### src/rtl/eth_tx_pkg.sv
// Shared definitions for the Ethernet II + IPv4 transmit framer.
// Contents: FSM state enum, header constants, latched-metadata struct and
// the ones-complement add used by the IPv4 header checksum.
package eth_tx_pkg;

    typedef enum logic [2:0] {
        IDLE,
        CSUM,
        HDR,
        PAYLOAD,
        FCS,
        DRAIN
    } eth_tx_state_e;

    localparam logic [15:0] ETHERTYPE_IPV4 = 16'h0800;
    localparam logic [7:0]  IPV4_VER_IHL   = 8'h45;
    localparam int          ETH_HDR_BYTES  = 14;
    localparam int          IPV4_HDR_BYTES = 20;

    typedef struct packed {
        logic [47:0] dst_mac;
        logic [47:0] src_mac;
        logic [31:0] src_ip;
        logic [31:0] dst_ip;
        logic [7:0]  protocol;
        logic [15:0] payload_len;
    } eth_tx_meta_s;

    // 16-bit add with the end-around carry folded back in. A single fold is
    // enough: 0xFFFF + 0xFFFF = 0x1FFFE folds to 0xFFFF without a new carry.
    function automatic logic [15:0] csum_add(input logic [15:0] a, input logic [15:0] b);
        logic [16:0] s;
        s = {1'b0, a} + {1'b0, b};
        return s[15:0] + {15'd0, s[16]};
    endfunction

endpackage

### src/rtl/crc32_byte.sv
// Byte-wise Ethernet CRC-32 step (reflected polynomial 0xEDB88320).
// Ports: crc_i - running CRC, data_i - next byte, crc_o - updated CRC.
// Purely combinational; init and final inversion are handled by the caller.
module crc32_byte (
    input  logic [31:0] crc_i,
    input  logic [7:0]  data_i,
    output logic [31:0] crc_o
);
    always_comb begin
        logic [31:0] c;
        c = crc_i ^ {24'd0, data_i};
        for (int b = 0; b < 8; b++) begin
            c = c[0] ? ((c >> 1) ^ 32'hEDB88320) : (c >> 1);
        end
        crc_o = c;
    end
endmodule

### src/rtl/eth_ipv4_tx_framer.sv
// Ethernet II + IPv4 transmit framer. Accepts one metadata beat, computes
// the IPv4 header checksum, emits the 34-byte header, then passes the L4
// segment through byte by byte.
// Ports: clk/rst (async active-high), meta_* (header metadata handshake),
//        s_axis_* (L4 bytes in), m_axis_* (framed bytes out),
//        err_pulse_o (length mismatch / oversize), busy_o (not IDLE).
// Build option: define ETH_FCS_EN to pad to 60 bytes and append CRC-32 FCS.
module eth_ipv4_tx_framer
    import eth_tx_pkg::*;
#(
    parameter logic [7:0] TTL           = 8'd64,
    parameter int          MAX_PAYLOAD   = 1480,
    parameter bit          DONT_FRAGMENT = 1'b1
) (
    input  logic        clk,
    input  logic        rst,
    input  logic        meta_valid_i,
    output logic        meta_ready_o,
    input  logic [47:0] meta_dst_mac_i,
    input  logic [47:0] meta_src_mac_i,
    input  logic [31:0] meta_src_ip_i,
    input  logic [31:0] meta_dst_ip_i,
    input  logic [7:0]  meta_protocol_i,
    input  logic [15:0] meta_payload_len_i,
    input  logic [7:0]  s_axis_tdata_i,
    input  logic        s_axis_tvalid_i,
    output logic        s_axis_tready_o,
    input  logic        s_axis_tlast_i,
    output logic [7:0]  m_axis_tdata_o,
    output logic        m_axis_tvalid_o,
    input  logic        m_axis_tready_i,
    output logic        m_axis_tlast_o,
    output logic        err_pulse_o,
    output logic        busy_o
);
    eth_tx_state_e state_q;
    eth_tx_meta_s  meta_q;
    logic [15:0]   ident_q, frame_ident_q, sum_q, cnt_q;
    logic [5:0]    idx_q;
    logic          err_q;

    logic [15:0]  total_len, flags, csum_word;
    logic [271:0] hdr_vec;
    logic [8:0]   hdr_bit;
    logic         m_hs, s_hs, last_pay;

    assign total_len = 16'(IPV4_HDR_BYTES) + meta_q.payload_len;
    assign flags     = DONT_FRAGMENT ? 16'h4000 : 16'h0000;
    assign hdr_vec   = {meta_q.dst_mac, meta_q.src_mac, ETHERTYPE_IPV4, IPV4_VER_IHL, 8'h00,
                        total_len, frame_ident_q, flags, TTL, meta_q.protocol, ~sum_q,
                        meta_q.src_ip, meta_q.dst_ip};
    assign hdr_bit   = 9'd264 - {idx_q, 3'b000};
    assign m_hs      = m_axis_tvalid_o & m_axis_tready_i;
    assign s_hs      = s_axis_tvalid_i & s_axis_tready_o;
    assign last_pay  = (cnt_q + 16'd1) == meta_q.payload_len;

    assign meta_ready_o = (state_q == IDLE);
    assign busy_o       = (state_q != IDLE);
    assign err_pulse_o  = err_q;

`ifdef ETH_FCS_EN
    localparam logic [15:0] PAD_END = 16'(60 - ETH_HDR_BYTES - IPV4_HDR_BYTES);
    logic [31:0] crc_q, crc_next;
    logic        pad;
    assign pad = cnt_q < PAD_END;
    crc32_byte u_crc (.crc_i(crc_q), .data_i(m_axis_tdata_o), .crc_o(crc_next));
`endif

    always_comb begin
        case (idx_q)
            6'd0:    csum_word = {IPV4_VER_IHL, 8'h00};
            6'd1:    csum_word = total_len;
            6'd2:    csum_word = frame_ident_q;
            6'd3:    csum_word = flags;
            6'd4:    csum_word = {TTL, meta_q.protocol};
            6'd5:    csum_word = meta_q.src_ip[31:16];
            6'd6:    csum_word = meta_q.src_ip[15:0];
            6'd7:    csum_word = meta_q.dst_ip[31:16];
            default: csum_word = meta_q.dst_ip[15:0];
        endcase
    end

    always_comb begin
        m_axis_tdata_o  = hdr_vec[hdr_bit +: 8];
        m_axis_tvalid_o = 1'b0;
        m_axis_tlast_o  = 1'b0;
        s_axis_tready_o = 1'b0;
        case (state_q)
            HDR: begin
                m_axis_tvalid_o = 1'b1;
`ifndef ETH_FCS_EN
                m_axis_tlast_o  = (idx_q == 6'd33) && (meta_q.payload_len == 16'd0);
`endif
            end
            PAYLOAD: begin
                m_axis_tdata_o  = s_axis_tdata_i;
                m_axis_tvalid_o = s_axis_tvalid_i;
                s_axis_tready_o = m_axis_tready_i;
`ifdef ETH_FCS_EN
                // A clean end hands tlast over to the FCS; only error ends carry it here.
                m_axis_tlast_o  = s_axis_tlast_i ^ last_pay;
`else
                m_axis_tlast_o  = s_axis_tlast_i | last_pay;
`endif
            end
`ifdef ETH_FCS_EN
            FCS: begin
                m_axis_tvalid_o = 1'b1;
                m_axis_tdata_o  = pad ? 8'h00 : ~crc_q[{idx_q[1:0], 3'b000} +: 8];
                m_axis_tlast_o  = !pad && (idx_q == 6'd3);
            end
`endif
            DRAIN:   s_axis_tready_o = 1'b1;
            default: ;
        endcase
    end

    always_ff @(posedge clk or posedge rst) begin
        if (rst) begin
            state_q       <= IDLE;
            meta_q        <= '0;
            ident_q       <= 16'h0000;
            frame_ident_q <= 16'h0000;
            sum_q         <= 16'h0000;
            cnt_q         <= 16'h0000;
            idx_q         <= 6'd0;
            err_q         <= 1'b0;
`ifdef ETH_FCS_EN
            crc_q         <= 32'hFFFFFFFF;
`endif
        end else begin
            err_q <= 1'b0;
            case (state_q)
                IDLE: if (meta_valid_i) begin
                    meta_q        <= '{dst_mac: meta_dst_mac_i, src_mac: meta_src_mac_i,
                                       src_ip: meta_src_ip_i, dst_ip: meta_dst_ip_i,
                                       protocol: meta_protocol_i, payload_len: meta_payload_len_i};
                    frame_ident_q <= ident_q;
                    ident_q       <= ident_q + 16'd1;
                    sum_q         <= 16'h0000;
                    cnt_q         <= 16'h0000;
                    idx_q         <= 6'd0;
`ifdef ETH_FCS_EN
                    crc_q         <= 32'hFFFFFFFF;
`endif
                    if (int'(meta_payload_len_i) > MAX_PAYLOAD) begin
                        err_q   <= 1'b1;
                        state_q <= DRAIN;
                    end else begin
                        state_q <= CSUM;
                    end
                end
                CSUM: begin
                    sum_q <= csum_add(sum_q, csum_word);
                    if (idx_q == 6'd8) begin
                        idx_q   <= 6'd0;
                        state_q <= HDR;
                    end else begin
                        idx_q <= idx_q + 6'd1;
                    end
                end
                HDR: if (m_hs) begin
`ifdef ETH_FCS_EN
                    crc_q <= crc_next;
`endif
                    if (idx_q == 6'd33) begin
                        idx_q <= 6'd0;
                        if (meta_q.payload_len != 16'd0) state_q <= PAYLOAD;
`ifdef ETH_FCS_EN
                        else state_q <= FCS;
`else
                        else state_q <= IDLE;
`endif
                    end else begin
                        idx_q <= idx_q + 6'd1;
                    end
                end
                PAYLOAD: if (s_hs) begin
`ifdef ETH_FCS_EN
                    crc_q <= crc_next;
`endif
                    cnt_q <= cnt_q + 16'd1;
                    if (s_axis_tlast_i) begin
                        err_q <= !last_pay;
`ifdef ETH_FCS_EN
                        state_q <= last_pay ? FCS : IDLE;
`else
                        state_q <= IDLE;
`endif
                    end else if (last_pay) begin
                        err_q   <= 1'b1;
                        state_q <= DRAIN;
                    end
                end
`ifdef ETH_FCS_EN
                FCS: if (m_hs) begin
                    if (pad) begin
                        cnt_q <= cnt_q + 16'd1;
                        crc_q <= crc_next;
                    end else if (idx_q == 6'd3) begin
                        state_q <= IDLE;
                    end else begin
                        idx_q <= idx_q + 6'd1;
                    end
                end
`endif
                DRAIN: if (s_axis_tvalid_i && s_axis_tlast_i) state_q <= IDLE;
                default: state_q <= IDLE;
            endcase
        end
    end
endmodule

### config.mk
export PLATFORM = sky130hd
export DESIGN_NAME = eth_ipv4_tx_framer
export DESIGN_NICKNAME = d
export VERILOG_FILES = /design/src/rtl/eth_tx_pkg.sv /design/src/rtl/crc32_byte.sv /design/src/rtl/eth_ipv4_tx_framer.sv
export SDC_FILE = /design/constraint.sdc
export NUM_CORES = 1
export LEC_CHECK = 0
export ABC_AREA = 1
export BUFFER_PORTS_ARGS = -buffer_cell sky130_fd_sc_hd__buf_4
export CAP_MARGIN = 40
export CORE_ASPECT_RATIO = 1.2
export CORE_MARGIN = 8
export CORE_UTILIZATION = 59
export DETAILED_ROUTE_END_ITERATION = 8
export PLACE_DENSITY = 0.82
export SYNTH_ARGS = -nofsm -noshare
export SYNTH_HDL_FRONTEND = slang
export SYNTH_SLANG_ARGS = --single-unit
### constraint.sdc
create_clock -name clk -period 14.2 [get_ports clk]
set_clock_uncertainty 0.1 [all_clocks]
set_input_delay 4.26 -clock clk [delete_from_list [all_inputs] [get_ports clk]]
set_output_delay 4.26 -clock clk [all_outputs]
set_load 0.05 [all_outputs]
==> results.md, run 1 <==
* Status: complete, no violations
* Port Buffer Count at around 210
* Die footprint at between 30000 and 40000 um^2
* Clock power frac at 0.214
* Clock input transition at the sequential cells of the worst setup and hold paths at ~60 ps
* Initial antenna violation count at 0
* Mapped Nets at around 2300
* Initial core utilization at 0.597
* CP required at between 9000 and 10000 ps
* Number of synthesized flops with an enable pin at 0
* Area grow syn2layout at 19.5%
* Tot GR Track Use at 0.343
* Synth area leaders: dfrtp_1 43%, nand2_1 17%, o21ai_0 8.2%
* FF+latch count, synth at between 200 and 300
* Hold_ws at 368 ps
* Dpl ws at between 4000 and 5000 ps
* Placer congestion estimate at just over 1
* Netlist cell types at 57
* NumNets Final at ~2500
* Via count at roughly 16000
* Worst Setup Slack, final at around 4800 ps
* Vias per cell at 5.93
* DR WL/cell at around 20 um
* Gate power share at 0.498
* First-pass GRT wire length at 84.4 mm
* CTS Buf Count at 28
* Critical setup path kind: in -> out
* Static Leak at 0.00915 uW
* Vias in the first global route at about 15000
* Pin count of the biggest net entering global routing at 193
* Hold buffer count at cts at 0
* Leading area contributor after synthesis: dfrtp_1
* Std-Cell Rows at 64
* Ant diodes at 0
* NetSw at approximately 2000 uW
* RSZ-0062 raised after global routing: no
* Post-route ant nets at 0
* Initial DRC Count at a little over 2000
* MaxCap Viol Count at 0
* CTS tree: built
* Worst hold-check path type: reg -> reg
* Switching part of the total at 0.474
* Seq/Total Area, Yosys at 0.426
* Post-CTS Setup Inserts at 0
* Htree depth at 1
* Worst Path Arrival at between 5000 and 6000 ps
* CP Launch Type: primary input
* First-pass iteration count of the detailed router at 6
* Core Area at ~25000 um^2
* Reg power frac at 0.288
* Placed Cells at approximately 2600
* Rel. slew slack at 0.373
* Synth warn at 0
* Clock Tree Root: clkbuf_16
* Pwr/cell area at ~230 nW/um^2
* P_int at about 2200 uW
* Final std cells w/o fill at between 2000 and 3000
* DIE WIDTH at ~160 um
* DP Wirelength at between 30 and 40 mm
* CTS Buffer Depth at 3
* Post-Syn Instances at approximately 2100
* Peak VDD IR at about 0.00021 V
* Tcrit/Tclk final at 0.661
* Fin. max-slew vios at 0
* Design Power at around 4200 uW
* Synth Cell Area at 15200 um^2
* Final hold vios at 0
* IO Pins at around 210
* DRC Markers at 0
* Clock latency on the worst-skew pair at roughly 570 ps
* Ratio of cells with drive above 1 in the final layout at 0.139
* Post-cts repair resize count at 0
* Clock sinks at around 260
* Share of flip-flops with an asynchronous set or reset at 1.00
* Share of the synthesized area in the top cell type at 0.426
* Minimum clock period at about 9400 ps
* Die Y at roughly 190 um
* WL final at around 54 mm
* Critical path endpoint category: output pin
* Fin Setup TNS at 0 ps
* Worst-path maximum fanout at 3
* Actual slew at the worst max-slew pin at 940 ps
* Ys flop type: dfrtp_1
* Maximum clock rate at ~110 MHz
* Final setup violation count at 0
* Syn avg cell area at between 7 and 8 um^2
* Overflow after GRT at 0
[worst paths after layout]
| check | slack, ps | cells past startpoint | startpoint | to |
|---|---|---|---|---|
| worst min register to register | 370 | 2 | hdr_vec[195]$_DFFE_PP0P_ | hdr_vec[195]$_DFFE_PP0P_ |
| worst max-delay path | 4820 | 5 | s_axis_tlast_i | m_axis_tlast_o |
| worst min-delay path | 370 | 2 | hdr_vec[195]$_DFFE_PP0P_ | hdr_vec[195]$_DFFE_PP0P_ |
| worst max register to register | 6760 | 33 | idx_q[0]$_DFFE_PP0P_ | sum_q[12]$_DFFE_PP0P_ |
| max in group asynchronous | 8850 | 3 | rst | sum_q[1]$_DFFE_PP0P_ |
| min in group asynchronous | 3750 | 2 | rst | hdr_vec[227]$_DFFE_PP0P_ |
[synthesized netlist by cell type (2+ instances only)]
cell type    n
o221ai_1    10
o22ai_1     60
and2_1       4
nor2_4       4
inv_1      284
a21oi_1     86
a221oi_1     4
nor2_2       6
o211ai_1    11
nor3_1      13
nand4_1     22
dfrtp_1    258
nand3b_1     4
a22oi_1      5
buf_1        6
nor3_4       2
nand3_1     97
nand3_2      6
ha_1        30
buf_2       20
xor2_1      27
nand2_2      2
o311ai_0     2
o21a_1       2
nor2_1      90
inv_2       10
clkbuf_1    60
o21ai_1      4
o21ai_0    247
nor4_1       7
o2111ai_1   10
clkinv_1     2
xnor2_1     10
nand2_1    671
a31oi_1      5
a211oi_1     4
[power by group through the flow]
| stage | combinational, uW | clock [uW] | sequential, uW |
|---|---|---|---|
| 6_report | 2110 | 906 | 1220 |
| 2_1_floorplan | 1430 | 0 | 1150 |
| 5_1_grt | 2320 | 934 | 1240 |
| 3_3_place_gp | 2000 | 0 | 1210 |
| 3_5_place_dp | 2050 | 0 | 1220 |
| 4_1_cts | 2070 | 906 | 1210 |
[per-stage QoR]
| step | area (um^2) | utilization |
|---|---|---|
| 2_1_floorplan | 15200 | - |
| 3_3_place_gp | 16900 | 0.666 |
| 3_5_place_dp | 17000 | 0.668 |
| 4_1_cts | 18100 | 0.714 |
| 5_1_grt | 18100 | 0.714 |
| 6_report | 18100 | 0.714 |
[sequential cells by signal, indices dropped and copies added, names as in the netlist]
| name | count |
|---|---|
| err_pulse_o | 1 |
| state_q | 3 |
| meta_q | 16 |
| frame_ident_q | 16 |
| hdr_vec | 168 |
| cnt_q | 16 |
| ident_q | 16 |
| idx_q | 6 |
| sum_q | 16 |
[cells by family (layout without fill, tap and decap cells)]
kind of cell	Yosys count	count (layout)	synth area share
xor+xnor	39	39	0.0239
compound gates	457	457	0.168
buf+inv	384	577	0.0971
simple gates	937	937	0.259
fa+ha+maj	31	31	0.0261
flops	258	258	0.426
[cells in the final DEF, fill, tap and decap left out, types with 11 or more instances in the layout]
cell type | Yosys | final
nand2_1 | 671 | 671
inv_1 | 284 | 283
dfrtp_1 | 258 | 257
o21ai_0 | 247 | 247
buf_4 | 1 | 224
nand3_1 | 97 | 97
nor2_1 | 90 | 90
a21oi_1 | 86 | 86
o22ai_1 | 60 | 60
ha_1 | 30 | 30
clkbuf_16 | 0 | 28
xor2_1 | 27 | 27
nand4_1 | 22 | 22
nor3_1 | 13 | 13
o211ai_1 | 11 | 11
[layout make-up]
cell class / count / area, um^2
Clock buffer: 33 / 769
Fill cell: 2035 / 7260
Tap cell: 330 / 413
Multi-Input combinational cell: 1464 / 7240
Inverter: 297 / 1120
Clock inverter: 19 / 392
Sequential cell: 258 / 6460
Timing Repair Buffer: 228 / 1740
[worst max-delay path: stages]
cell,delay [ps]
buf_4,70
inv_1,60
ha_1,210
o21ai_0,190
buf_4,230
[per-layer routing]
| layer | vias up | track usage | wire length (um) |
|---|---|---|---|
| li1 | 7161 | - | - |
| met1 | 7414 | 0.460 | 21500 |
| met2 | 880 | 0.554 | 25000 |
| met3 | 123 | 0.0457 | 4870 |
| met4 | 0 | 0.143 | 2360 |
| met5 | - | 0 | 0 |
(Power assumes the default switching activity.)
==> run 2, diff against run 1 <==
--- a/config.mk
+++ b/config.mk
@@ -5,14 +5,14 @@
 export SDC_FILE = /design/constraint.sdc
 export NUM_CORES = 1
 export LEC_CHECK = 0
-export ABC_AREA = 1
+export ABC_AREA = 0
 export BUFFER_PORTS_ARGS = -buffer_cell sky130_fd_sc_hd__buf_4
 export CAP_MARGIN = 40
 export CORE_ASPECT_RATIO = 1.2
 export CORE_MARGIN = 8
-export CORE_UTILIZATION = 59
+export CORE_UTILIZATION = 53
 export DETAILED_ROUTE_END_ITERATION = 8
-export PLACE_DENSITY = 0.82
+export PLACE_DENSITY = 0.78
 export SYNTH_ARGS = -nofsm -noshare
 export SYNTH_HDL_FRONTEND = slang
 export SYNTH_SLANG_ARGS = --single-unit
==> constraint.sdc (replaced) <==
create_clock -name clk -period 7.9 [get_ports clk]
set_clock_uncertainty 0.1 [all_clocks]
set_input_delay 2.37 -clock clk [delete_from_list [all_inputs] [get_ports clk]]
set_output_delay 2.37 -clock clk [all_outputs]
set_load 0.05 [all_outputs]
==> results.md, run 2 <==
* Htree depth at 1
* Tot GR Track Use at 0.266
* Tcrit/Tclk final at 0.890
* Post-cts repair resize count at 0
* CTS tree: built
* Worst hold-check path type: reg -> reg
* Initial antenna violation count at 0
* P_int at between 3000 and 4000 uW
* Final hold vios at 0
* Post-Syn Instances at 1685
* Ant diodes at 0
* Port Buffer Count at 211
* Max reg flops at between 150 and 200
* Worst Setup Slack, final at 871 ps
* First-pass iteration count of the detailed router at 8
* Most frequent cell after synthesis: nand2_1
* Vias per cell at a little under 6
* Seq/Total Area, Yosys at 0.444
* Placed Cells at ~2100
* Pin count of the biggest net entering global routing at 222
* Peak VDD IR at 0.000197 V
* Commonest non-fill, non-tap cells in the layout: 666 x nand2_1, 256 x dfrtp_1, 219 x buf_4
* Share of flip-flops with an asynchronous set or reset at 1.00
* Worst path slowest cell: ha_1
* Metal2 WL at ~22 mm
* DR WL/cell at between 20 and 25 um
* Cell family with most CP delay: buffers and inverters
* Design Area, Final at around 17000 um^2
* WL met1 at between 15 and 20 mm
* Synth area leaders: dfrtp_1 44%, nand2_1 17%, mux4_2 5.3%
* NumNets Final at between 2000 and 2500
* Placer congestion estimate at ~0.99
* Die Y at between 150 and 200 um
* Maximum clock rate at approximately 140 MHz
* Synth Cell Area at between 10000 and 15000 um^2
* Clock power frac at 0.180
* Ratio of cells with drive above 1 in the final layout at 0.172
* FF+latch count, synth at approximately 260
* CP Cell Sequence: clkinv_1 > ha_1 > buf_4 > mux2i_1 > o21ai_0 > a221oi_1 > a21oi_1 > a221oi_1 > o31ai_1 > buf_4
* Netlist cell types at 67
* Critical path endpoint category: output pin
* Post-route ant nets at 0
* Worst Path Arrival at roughly 4600 ps
* Critical setup path kind: reg -> out
* Initial core utilization at 0.538
* Post-DP Area at around 16000 um^2
* CTS Buf Count at 27
* CTS Buffer Depth at 3
* Number of synthesized flops with an enable pin at 0
* Clock input transition at the sequential cells of the worst setup and hold paths at ~60 ps
* DR WL met3 at 3.34 mm
* Dpl ws at around 1500 ps
* FF-to-FF Start: idx_q[0]$_DFFE_PP0P_
* Actual slew at the worst max-slew pin at 1140 ps
* RSZ-0062 raised after global routing: no
* Fin. max-slew vios at 0
* Reg2reg setup slack at 1490 ps
* MaxCap Viol Count at 0
* Core Area at between 20000 and 30000 um^2
* Vias in the first global route at roughly 13000
* Rel. slew slack at 0.240
* Post-Route Utilization at 0.632
* Die footprint at between 30000 and 40000 um^2
* Status: complete, no violations
* Reg power frac at 0.366
* Area grow syn2layout at 17.5%
* CP Launch Type: flip-flop
* WL final at ~45 mm
* CP required at about 5400 ps
* Std-Cell Rows at 66
* Synth warn at 0
* Syn avg cell area at about 8.6 um^2
* Initial DRC Count at ~1400
* Overflow after GRT at 0
* DRC Markers at 0
* Top cells by count, synth: 667 x nand2_1, 258 x dfrtp_1, 75 x o21ai_0, 69 x clkbuf_1, 62 x nand3_1
* Clock Tree Root: clkbuf_16
* Leading area contributor after synthesis: dfrtp_1
* Crit path launch: idx_q[1]$_DFFE_PP0P_
* Final setup violation count at 0
* Share of the synthesized area in the top cell type at 0.444
* FF-to-FF End: sum_q[14]$_DFFE_PP0P_
* Hold buffer count at cts at 0
* Gate power share at 0.454
* Mapped Nets at ~1900
* Fin Setup TNS at 0 ps
* NetSw at 2930 uW
* Ys flop type: dfrtp_1
* CP bufs+invs at 3
* DIE WIDTH at 167 um
* Post-CTS Setup Inserts at 0
* Clock latency on the worst-skew pair at 540 ps
* IO Pins at 212
* CP Depth at 10
* Uppermost layer routed: met4
* Clock sinks at about 260
* Pwr/cell area at approximately 400 nW/um^2
* DP Wirelength at about 33 mm
* Via count at 13000
* Commonest non-fill, non-tap cell in the layout: nand2_1
* Minimum clock period at roughly 7000 ps
* Switching part of the total at 0.442
* Static Leak at 0.00828 uW
* CP peak stage delay at 1000 ps
* Worst-path maximum fanout at 25
* Final std cells w/o fill at approximately 2200
* First-pass GRT wire length at around 70 mm
* R2R cell count at 24
* Worst Setup EP: m_axis_tdata_o[5]
[run 2: area by class of cell]
cell class	instances	area, um^2
timing repair buffer	223	1720
fill	2300	9930
clock inverter	9	76.3
sequential	258	6460
clock buffer	39	741
tap	340	425
inverter	16	63.8
multi-input combinational	1305	7590
[run 2: power by group through the flow]
stage               Combinational [uW]  Clock (uW)  Sequential, uW
floorplan                         2280           0            2110
global placement                  2870           0            2390
detailed placement                2950           0            2420
CTS                               2970        1210            2400
global route                      3290        1270            2470
finish                            3010        1200            2430
[run 2: cells by family (layout without fill, tap and decap cells)]
kind of cell    count (synthesis)  in the layout  synth area share
compound gates                232            232             0.108
xor+xnor                       85             85            0.0512
fa+ha+maj                      31             31            0.0272
buf+inv                       122            287            0.0344
flops                         258            258             0.444
mux                            75             75            0.0814
simple gates                  882            882             0.254
[run 2: worst reg2reg max path: cells and delay by family, from the launching register on]
| kind | cells | cell delay, ps |
|---|---|---|
| and+or+nand+nor | 9 | 2110 |
| AOI/OAI and AO/OA | 8 | 1260 |
| adders and majority gates | 4 | 1190 |
| buffers and inverters | 2 | 790 |
| DFF | 1 | 720 |
| xor gates and xnor gates | 1 | 160 |
[run 2: worst min path at each step]
| stage | start | endpoint | slack [ps] | cells after the start |
|---|---|---|---|---|
| floorplan | hdr_vec[178]$_DFFE_PP0P_ | hdr_vec[178]$_DFFE_PP0P_ | 340 | 2 |
| global placement | hdr_vec[236]$_DFFE_PP0P_ | hdr_vec[236]$_DFFE_PP0P_ | 350 | 2 |
| detailed placement | hdr_vec[216]$_DFFE_PP0P_ | hdr_vec[216]$_DFFE_PP0P_ | 360 | 2 |
| CTS | hdr_vec[216]$_DFFE_PP0P_ | hdr_vec[216]$_DFFE_PP0P_ | 370 | 2 |
| global route | hdr_vec[185]$_DFFE_PP0P_ | hdr_vec[185]$_DFFE_PP0P_ | 390 | 2 |
| finish | ident_q[15]$_DFFE_PP0P_ | ident_q[15]$_DFFE_PP0P_ | 370 | 1 |
[run 2: routing by layer]
layer,track usage,up-vias
met3,0.0570,178
li1,-,6014
met1,0.318,6229
met2,0.446,554
met4,0.143,0
met5,0,-
[run 2: per-stage QoR]
stage,hold WS [ps],total power (uW)
2_1_floorplan,340,4390
3_3_place_gp,353,5270
3_5_place_dp,361,5360
4_1_cts,375,6590
5_1_grt,390,7020
6_report,373,6640
